File: src/rtl/mux_accum_seq.sv
// mux_accum_seq: walks a 4:1 upstream operand mux through sel=0..3 and sums
// the operands enabled by a mask captured at start. Fixed 6-edge latency from
// start acceptance to the done pulse; sum/ovf4 hold until the next pass.
module mux_accum_seq #(
  parameter int W = 4
) (
  input  logic         clk,
  input  logic         reset,
  input  logic         start,
  input  logic [3:0]   mask,
  output logic [1:0]   sel,
  input  logic [W-1:0] y_in,
  output logic [W+1:0] sum,
  output logic         ovf4,
  output logic         busy,
  output logic         done
);

  typedef enum logic [1:0] {IDLE, ACCUM, DONE} state_t;

  localparam logic [W+1:0] LIM = {2'b00, {W{1'b1}}};

  state_t       state;
  logic [3:0]   mask_r;
  logic [W+1:0] acc;
  logic [W+1:0] term;
  logic [W+1:0] nxt;

  // current operand contribution and running total including it
  always_comb begin
    term = mask_r[sel] ? {2'b00, y_in} : '0;
    nxt  = acc + term;
  end

  // control FSM; all outputs registered. done rises on the DONE->IDLE edge so
  // it is seen in the IDLE cycle that can already accept the next start.
  always_ff @(posedge clk) begin
    if (reset) begin
      state  <= IDLE;
      sel    <= '0;
      acc    <= '0;
      mask_r <= '0;
      sum    <= '0;
      ovf4   <= 1'b0;
      busy   <= 1'b0;
      done   <= 1'b0;
    end else begin
      case (state)
        IDLE: begin
          done <= 1'b0;
          sel  <= '0;
          if (start) begin
            mask_r <= mask;
            acc    <= '0;
            busy   <= 1'b1;
            state  <= ACCUM;
          end
        end
        ACCUM: begin
          done <= 1'b0;
          acc  <= nxt;
          if (sel == 2'd3) begin
            sum   <= nxt;
            ovf4  <= (nxt > LIM);
            state <= DONE;
          end else begin
            sel <= sel + 2'd1;
          end
        end
        DONE: begin
          done  <= 1'b1;
          sel   <= '0;
          busy  <= 1'b0;
          state <= IDLE;
        end
        default: begin
          done  <= 1'b0;
          busy  <= 1'b0;
          sel   <= '0;
          state <= IDLE;
        end
      endcase
    end
  end

endmodule

File: config.mk
export PLATFORM = sky130hd
export DESIGN_NAME = mux_accum_seq
export DESIGN_NICKNAME = d
export VERILOG_FILES = /design/src/rtl/mux_accum_seq.sv
export SDC_FILE = /design/constraint.sdc
export NUM_CORES = 1
export LEC_CHECK = 0
export BUFFER_PORTS_ARGS = -buffer_cell sky130_fd_sc_hd__buf_2
export CAP_MARGIN = 20
export CORE_MARGIN = 1
export CORE_UTILIZATION = 47
export DETAILED_ROUTE_END_ITERATION = 8
export HOLD_SLACK_MARGIN = 0.15
export PLACE_DENSITY = 0.82
export SLEW_MARGIN = 20
export SYNTH_ARGS = -nofsm -noshare
export SYNTH_HDL_FRONTEND = slang
export SYNTH_SLANG_ARGS = --single-unit
File: constraint.sdc
create_clock -name clk -period 2.6 [get_ports clk]
set_input_delay 0.78 -clock clk [delete_from_list [all_inputs] [get_ports clk]]
set_output_delay 0.78 -clock clk [all_outputs]
set_load 0.02 [all_outputs]
Word-level counts from Yosys, hierarchy flattened
Cells that the tools add are included.
{ "word_totals": {"latchBits": 0, "memories": 0, "ff_bits": 23, "mem_bits_ro": 0, "ram_bits": 0, "out_inout_bits": 11, "inputBits": 11} }
{ "classes": {"shifts": 0, "n_eq_ne": 5, "mul": 0, "add_sub_neg": 2, "bitwise": 1, "reduce_logical": 8, "n_div": 0, "n_mux": 11, "order_cmp": 2} }
{ "ops": {"columns": ["op", "n"], "rows": [
  ["$pmux 6 s2", 1],
  ["$reduce_and 2->1", 5],
  ["$add 6x4->6", 1],
  ["$gt 6x4->1 const B", 1],
  ["$mux 6", 1],
  ["$eq 2x2->1 const B", 2],
  ["$mux 2", 2],
  ["$mux 4", 1],
  ["$ne 2x2->1 const B", 2],
  ["$pmux 2 s2", 1],
  ["$lt 2x3->1 const B", 1],
  ["$mux 1", 3],
  ["$add 2x1->2 const B", 1],
  ["$bmux 1 s2", 1],
  ["$eq 2x1->1 const B", 1],
  ["$logic_not 2->1", 1],
  ["$pmux 1 s2", 1],
  ["$reduce_bool 2->1", 1],
  ["$reduce_or 2->1", 1],
  ["$not 1->1", 1]
]} }

Depth between registers and ports, before layout
Gate-level depths: netlist of the first run.
{ "logic_depth": {"depth_word": 5, "mapped_depth": 8, "ltp_nobuf": 8} }

Worst setup path after synthesis of the first run
No wires, ideal clock.
{ "synth_timing": {"path_kind": "register to register", "startpoint": "reg sel[0]", "endpoint": "reg ovf4", "synth_period_minus_slack_ns": 2.597, "stages_incl_launch_ff": 9, "arrival_ns": 2.517, "setup_slack_ns": 0.003, "setup_ns": 0.079, "path_cell_list": "dfxtp_1 mux4_2 and2_1 ha_1 fa_1 and3_2 o21ai_0 a21oi_1 a211oi_2"} }
{ "synth_via": {"elab_chain_len": 5, "elab_cells_between_ends": 7} }
{ "synth_rtl": {"columns": ["element", "line", "text"], "rows": [
  ["start, declared", "11", "output logic [1:0] sel,"],
  ["start signal, assigned", "67", "sel <= sel + 2'd1;"],
  ["$bmux 1 s2", "31", "term = mask_r[sel] ? {2'b00, y_in} : '0;"],
  ["$mux 1 (implied by the code)", "31", null],
  ["$mux 4", "31", null],
  ["$add 6x4->6", "32", "nxt = acc + term;"],
  ["$gt 6x4->1", "64", "ovf4 <= (nxt > LIM);"],
  ["end signal, assigned", "64", null],
  ["end, declared", "14", "output logic ovf4,"]
]} }
Parallel ways exist; a longest one is shown, timed or not. The select of a mux whose other input is x is not followed.
A chain may end at the register's enable or synchronous reset.

Worst setup path in the final report of the first run
Ends and elaborated chain as after synthesis.

==> results of run 1 <==
[through the flow]
| step | util | power, uW | setup WS (ns) | hold slack (ns) | instances |
|---|---|---|---|---|---|
| floorplan | - | 421 | 0.00320 | 0.433 | 121 |
| global placement | 0.549 | 438 | 0.142 | 0.442 | 165 |
| detailed placement | 0.549 | 441 | 0.0623 | 0.444 | 165 |
| CTS | 0.561 | 604 | 0.0227 | 0.462 | 169 |
| global route | 0.562 | 629 | 0.0133 | 0.488 | 169 |
| finish | 0.562 | 594 | 0.119 | 0.459 | 169 |
[routing by layer]
layer  routed length (um)  track usage  vias up
li1                     -            -      465
met1                  991        0.223      420
met2                 1050        0.320       29
met3                  108       0.0394        5
met4                   38       0.0972        0
met5                    0            0        -
[cell usage in the layout (no fill, tap or decap), types with 2 or more instances in the layout]
cell type	count
nor2_1	6
a211oi_2	3
inv_1	3
xnor2_1	3
clkbuf_4	3
nor3_1	3
nand2b_1	3
nand3_1	6
o31ai_1	2
nor3b_1	2
and2_1	5
buf_2	21
nand3b_1	2
ha_1	5
nand2_1	17
a31oi_1	2
dfxtp_1	22
a21oi_1	14
[kinds of logic (layout without fill, tap and decap cells)]
logic type	count (synthesis)	after routing	synth area share
simple gates	49	49	0.227
flops	23	23	0.418
buf+inv	9	29	0.0431
mux	2	2	0.0295
xor+xnor	4	4	0.0318
fa+ha+maj	6	6	0.0749
compound gates	28	28	0.176
[area by class of cell]
cell class	instances	area, um2
Inverter	3	11.3
Clock buffer	3	22.5
Tap cell	28	35.0
Clock inverter	1	5.00
Multi-Input combinational cell	89	594
Timing Repair Buffer	22	113
Sequential cell	23	462
Fill cell	221	970
[worst max-delay path: stages (launching register included)]
cell and delay (ns):
dfxtp_2 0.35, mux4_2 0.52, and2_1 0.18, ha_1 0.20, fa_1 0.43, and3_2 0.25, o21ai_1 0.16, a21oi_1 0.10
a211oi_2 0.22
[cell usage after synthesis, types with 2 or more instances]
| library cell | number |
|---|---|
| nand2_1 | 17 |
| nor2_1 | 6 |
| and2_1 | 5 |
| nor3_1 | 3 |
| dfxtp_1 | 23 |
| nor3b_1 | 2 |
| a31oi_1 | 2 |
| nand2b_1 | 3 |
| a21oi_1 | 14 |
| a211oi_2 | 3 |
| o31ai_1 | 2 |
| inv_1 | 3 |
| xnor2_1 | 3 |
| ha_1 | 5 |
| buf_2 | 2 |
| nand3b_1 | 2 |
| clkbuf_1 | 2 |
| nand3_1 | 6 |
[state kept, by name, indices dropped and copies added, names as in the netlist]
register / count
state: 2
busy: 1
sel: 2
sum: 6
done: 1
ovf4: 1
acc: 6
mask_r: 4
[power by group]
group | total [uW] | leakage [uW] | switching [uW] | internal [uW]
clock | 162 | 0.0000177 | 104 | 57.6
combinational | 65.7 | 0.000307 | 40.9 | 24.8
sequential | 367 | 0.000187 | 5.63 | 361
[timing repair]
item                                    CTS  global route
setup buffers                             0             0
endpoints found under the setup margin    0             1
resized for setup                         0             2
hold buffers                              0             0
[worst paths after layout]
kind / cells past startpoint / to / startpoint / slack, ns
setup / recovery: 8 / ovf4 / sel[0] / 0.12
hold reg to reg: 2 / sum[1] / sum[1] / 0.46
setup reg to reg: 8 / ovf4 / sel[0] / 0.12
hold / removal: 2 / sum[1] / sum[1] / 0.46
==> flow_summary_export.csv, run 1 <==
group,metric,value,unit
pwr,power_leakage,0.000511,uW
global_routing,grt_pass1_vias,844,
route,firstDrtPassIters,4,
worst_setup_path,cp-start-kind,"flop",
sta,slew_headroom,0.597,
clock_network,cts_htree_levels,1,
status,outcome,"finished, final reports clean",
worst_setup_path,worstSetupPathType,"flop to flop",
sta,hold_violations,0,
global_routing,grt_usage,0.189,
clock_network,cts_tree,"built",
pwr,cellPowerDensity,478,mW/mm2
floorplan,io_pins,22,
synthesis,yosys_warnings,0,
synthesis,synth_seq_cells,23,
floorplan,die_h,50.4,um
synthesis,syn_nets,138,
floorplan,die-width,50.4,um
route,drt_iter0_markers,21,
worst_setup_path,cp-end-kind,"flop",
route,num_vias,919,
sta,setup_viol_count_final,0,
route,vias_per_cell,5.44,
worst_setup_path,cp.required,2.84,ns
sta,tns,0,ns
sta,fin_skew,0.00249,ns
synthesis,synth_area_leaders,"dfxtp_1, a21oi_1, nand2_1",
synthesis,ys_seq_area_frac,0.418,
sta,max_freq,0.403,GHz
floorplan,die_area,0.00254,mm2
place,placed_area,0.00121,mm2
synthesis,yosysTopAreaCell,"dfxtp_1",
synthesis,synth_area_per_cell,9.11,um2
worst_setup_path,arrival,2.72,ns
route,avgRoutedWirePerCell,12.9,um
clock_network,cts.sinks,23,
worst_hold_path,min_path_type,"flop to flop",
pwr,peakVddDrop,0.000384,V
floorplan,core,0.00221,mm2
synthesis,ys_async_sr_fraction,0,
clock_network,cts_max_path_buffers,2,
synthesis,synth-edff-count,0,
clock_network,clk_pin_slew_worst_paths,0.12,ns
synthesis,ys_types,36,
place,port_buffers,21,
worst_setup_path,critPathMaxFanout,4,
global_routing,grt_max_degree,26,
route,ant_nets,0,
synthesis,ys.flop_type,"dfxtp_1",
clock_network,clk_latency,0.31,ns
finish,final_area,0.00124,mm2
sta,period_share,0.954,
finish,nets,159,
sta,worst_pin_slew,0.603,ns
sta,rsz0062_at_grt,"no",
clock_network,cts_made_buffers,3,
place,globalplace.congestion,0.901,
sta,drv_slew,0,
clock_network,clockRootBuffer,"clkbuf_4",
finish,drive_gt1_frac,0.255,
place,dp_hpwl,1.66,mm
synthesis,synth_area,0.00110,mm2
route,drt-total-wl,2.19,mm
sta,fin_crit,2.48,ns
floorplan,num_rows,17,
finish,area_growth,12.7,%
global_routing,overflow,0,
finish,antenna-diode-count,0,
synthesis,yosysTopAreaCellShare,0.418,
global_routing,antenna_found_initial,0,
global_routing,grt_pass1_wl,3.59,mm
job,cap_viol_max_count,0,
synthesis,synthCells,121,
route,drc,0,
floorplan,start_util,0.498,
(Power assumes the default switching activity.)
==> run 2: changes to the inputs <==
- REMOVE_ABC_BUFFERS: default -> 1
==> run 2 against run 1 <==
  * First-iteration DRC count is 14% higher
  * Combinational power is 2% higher
  * Setup slack better by 0.030 ns
  * Register-to-register slack better by 0.03 ns
  * Hold slack better by 0.0066 ns
  * Non-clock buffer count stayed put
  * Design area is 0.20% higher
  * Critical path depth stayed put
  * Total power is 0.70% higher
  * Critical path type unchanged
  * Highest routed layer unchanged
==> flow_summary_export.csv, run 2 (synthesized netlist as in run 1, its figures left out) <==
group,metric,value,unit
finish,antenna-diode-count,0,
clock_network,cts_tree,"built",
floorplan,start_util,0.498,
place,globalplace.congestion,0.807,
pwr,p_int,446,uW
pwr,clockPowerShare,0.274,
finish,filler_cell_count,217,
floorplan,die-width,50.4,um
worst_setup_path,path_buf_inv,0,
route,drt-total-wl,2.38,mm
global_routing,grt_pass1_vias,866,
finish,fin_util,0.563,
floorplan,io_pins,22,
pwr,peakVddDrop,0.000335,V
finish,largestRegisters,"acc (6), sum (6), mask_r (4)",
pwr,cellPowerDensity,481,mW/mm2
worst_setup_path,cp-end-kind,"flop",
pwr,combPwrFrac,0.112,
finish,multi_input_area,598,um2
sta,period_share,0.943,
route,ant_nets,0,
worst_setup_path,path_cells,"mux4_2, and2_1, ha_1, fa_1, and3_2, o21ai_2, a21oi_1, a211oi_2",
place,port_buffers,21,
sta,fin_crit,2.45,ns
sta,slew_headroom,0.602,
floorplan,num_rows,17,
clock_network,clk_pin_slew_worst_paths,0.12,ns
sta,setup_ws,0.149,ns
pwr,p_seq_frac,0.614,
floorplan,die_area,0.00254,mm2
clock_network,cts_htree_levels,1,
finish,nets,159,
finish,layout_commonest_cell,"dfxtp_1",
pwr,swShare,0.255,
pwr,p_sw,152,uW
global_routing,antenna_found_initial,0,
worst_setup_path,cp-start-kind,"flop",
worst_setup_path,critPathMaxFanout,4,
clock_network,clockRootBuffer,"clkbuf_4",
global_routing,grt_max_degree,26,
route,firstDrtPassIters,4,
job,cap_viol_max_count,0,
clock_network,cts_made_buffers,3,
worst_setup_path,max_stage_delay,0.52,ns
finish,layout.cells.most_common_list,"dfxtp_1, buf_2, nand2_1",
clock_network,clk_latency,0.30,ns
route,drt_iter0_markers,24,
place,dp_hpwl,1.71,mm
worst_setup_path,worstSetupPathType,"flop to flop",
sta,hold_violations,0,
sta,worst_pin_slew,0.596,ns
floorplan,core,0.00221,mm2
floorplan,die_h,50.4,um
status,outcome,"finished, final reports clean",
sta,tns,0,ns
sta,setup_viol_count_final,0,
global_routing,grt_pass1_wl,3.81,mm
global_routing,overflow,0,
clock_network,ctsHoldBuffers,0,
worst_setup_path,crit_slowest_cell,"mux4_2",
global_routing,grt_usage,0.204,
finish,drive_gt1_frac,0.255,
sta,drv_slew,0,
worst_hold_path,min_path_type,"flop to flop",
place,place_ws,0.0450,ns
finish,area_growth,12.9,%
sta,fin_skew,0.00207,ns
route,avgRoutedWirePerCell,14.1,um
route,num_vias,938,
sta,max_freq,0.408,GHz
worst_setup_path,critPathTopFamily,"adder cells",
route,drc,0,
clock_network,cts.sinks,23,
finish,regArea,462,um2
sta,rsz0062_at_grt,"no",
clock_network,ctsResizeCount,0,
clock_network,post-cts-setup-buffer-count,0,
worst_setup_path,cp.required,2.84,ns
clock_network,cts_max_path_buffers,2,
route,vias_per_cell,5.55,
pwr,power_leakage,0.000509,uW
worst_setup_path,arrival,2.69,ns
## run 2: area by class of cell
class                      instances  share of cell area
timing repair buffer              22              0.0905
inverter                           3             0.00905
tap                               28              0.0281
multi-input combinational         89               0.480
clock buffer                       4              0.0211
sequential                        23               0.371
## run 2: worst paths after layout
path | endpoint | cells after the start | slack (ns) | from
hold reg to reg | sum[0] | 2 | 0.47 | sum[0]
setup reg to reg | ovf4 | 8 | 0.15 | sel[0]
setup / recovery | ovf4 | 8 | 0.15 | sel[0]
hold / removal | sum[0] | 2 | 0.47 | sum[0]
## run 2: worst reg2reg max path, stage by stage (launching register included)
cell and delay (ns):
dfxtp_2 0.36, mux4_2 0.52, and2_1 0.18, ha_1 0.20, fa_1 0.42, and3_2 0.25
o21ai_2 0.14, a21oi_1 0.09, a211oi_2 0.21
## run 2: layer usage
layer  GRT usage  wire length [um]
met2       0.342              1230
met1       0.242              1050
met5           0                 0
met4       0.134                55
met3      0.0242                50
## run 2: per-stage QoR
step	instance area (um2)	cells	hold slack (ns)	total power, uW
floorplan	1070	115	0.427	413
global placement	1210	165	0.442	438
detailed placement	1210	165	0.448	441
CTS	1240	169	0.466	600
global route	1240	169	0.485	629
finish	1240	169	0.465	598
## run 2: power by group through the flow
stage	clock network, uW	logic [uW]	registers (uW)
finish	164	67.1	367
global route	186	74.8	369
CTS	167	66.0	367
detailed placement	0	65.6	375
global placement	0	63.5	374
floorplan	0	35.8	377
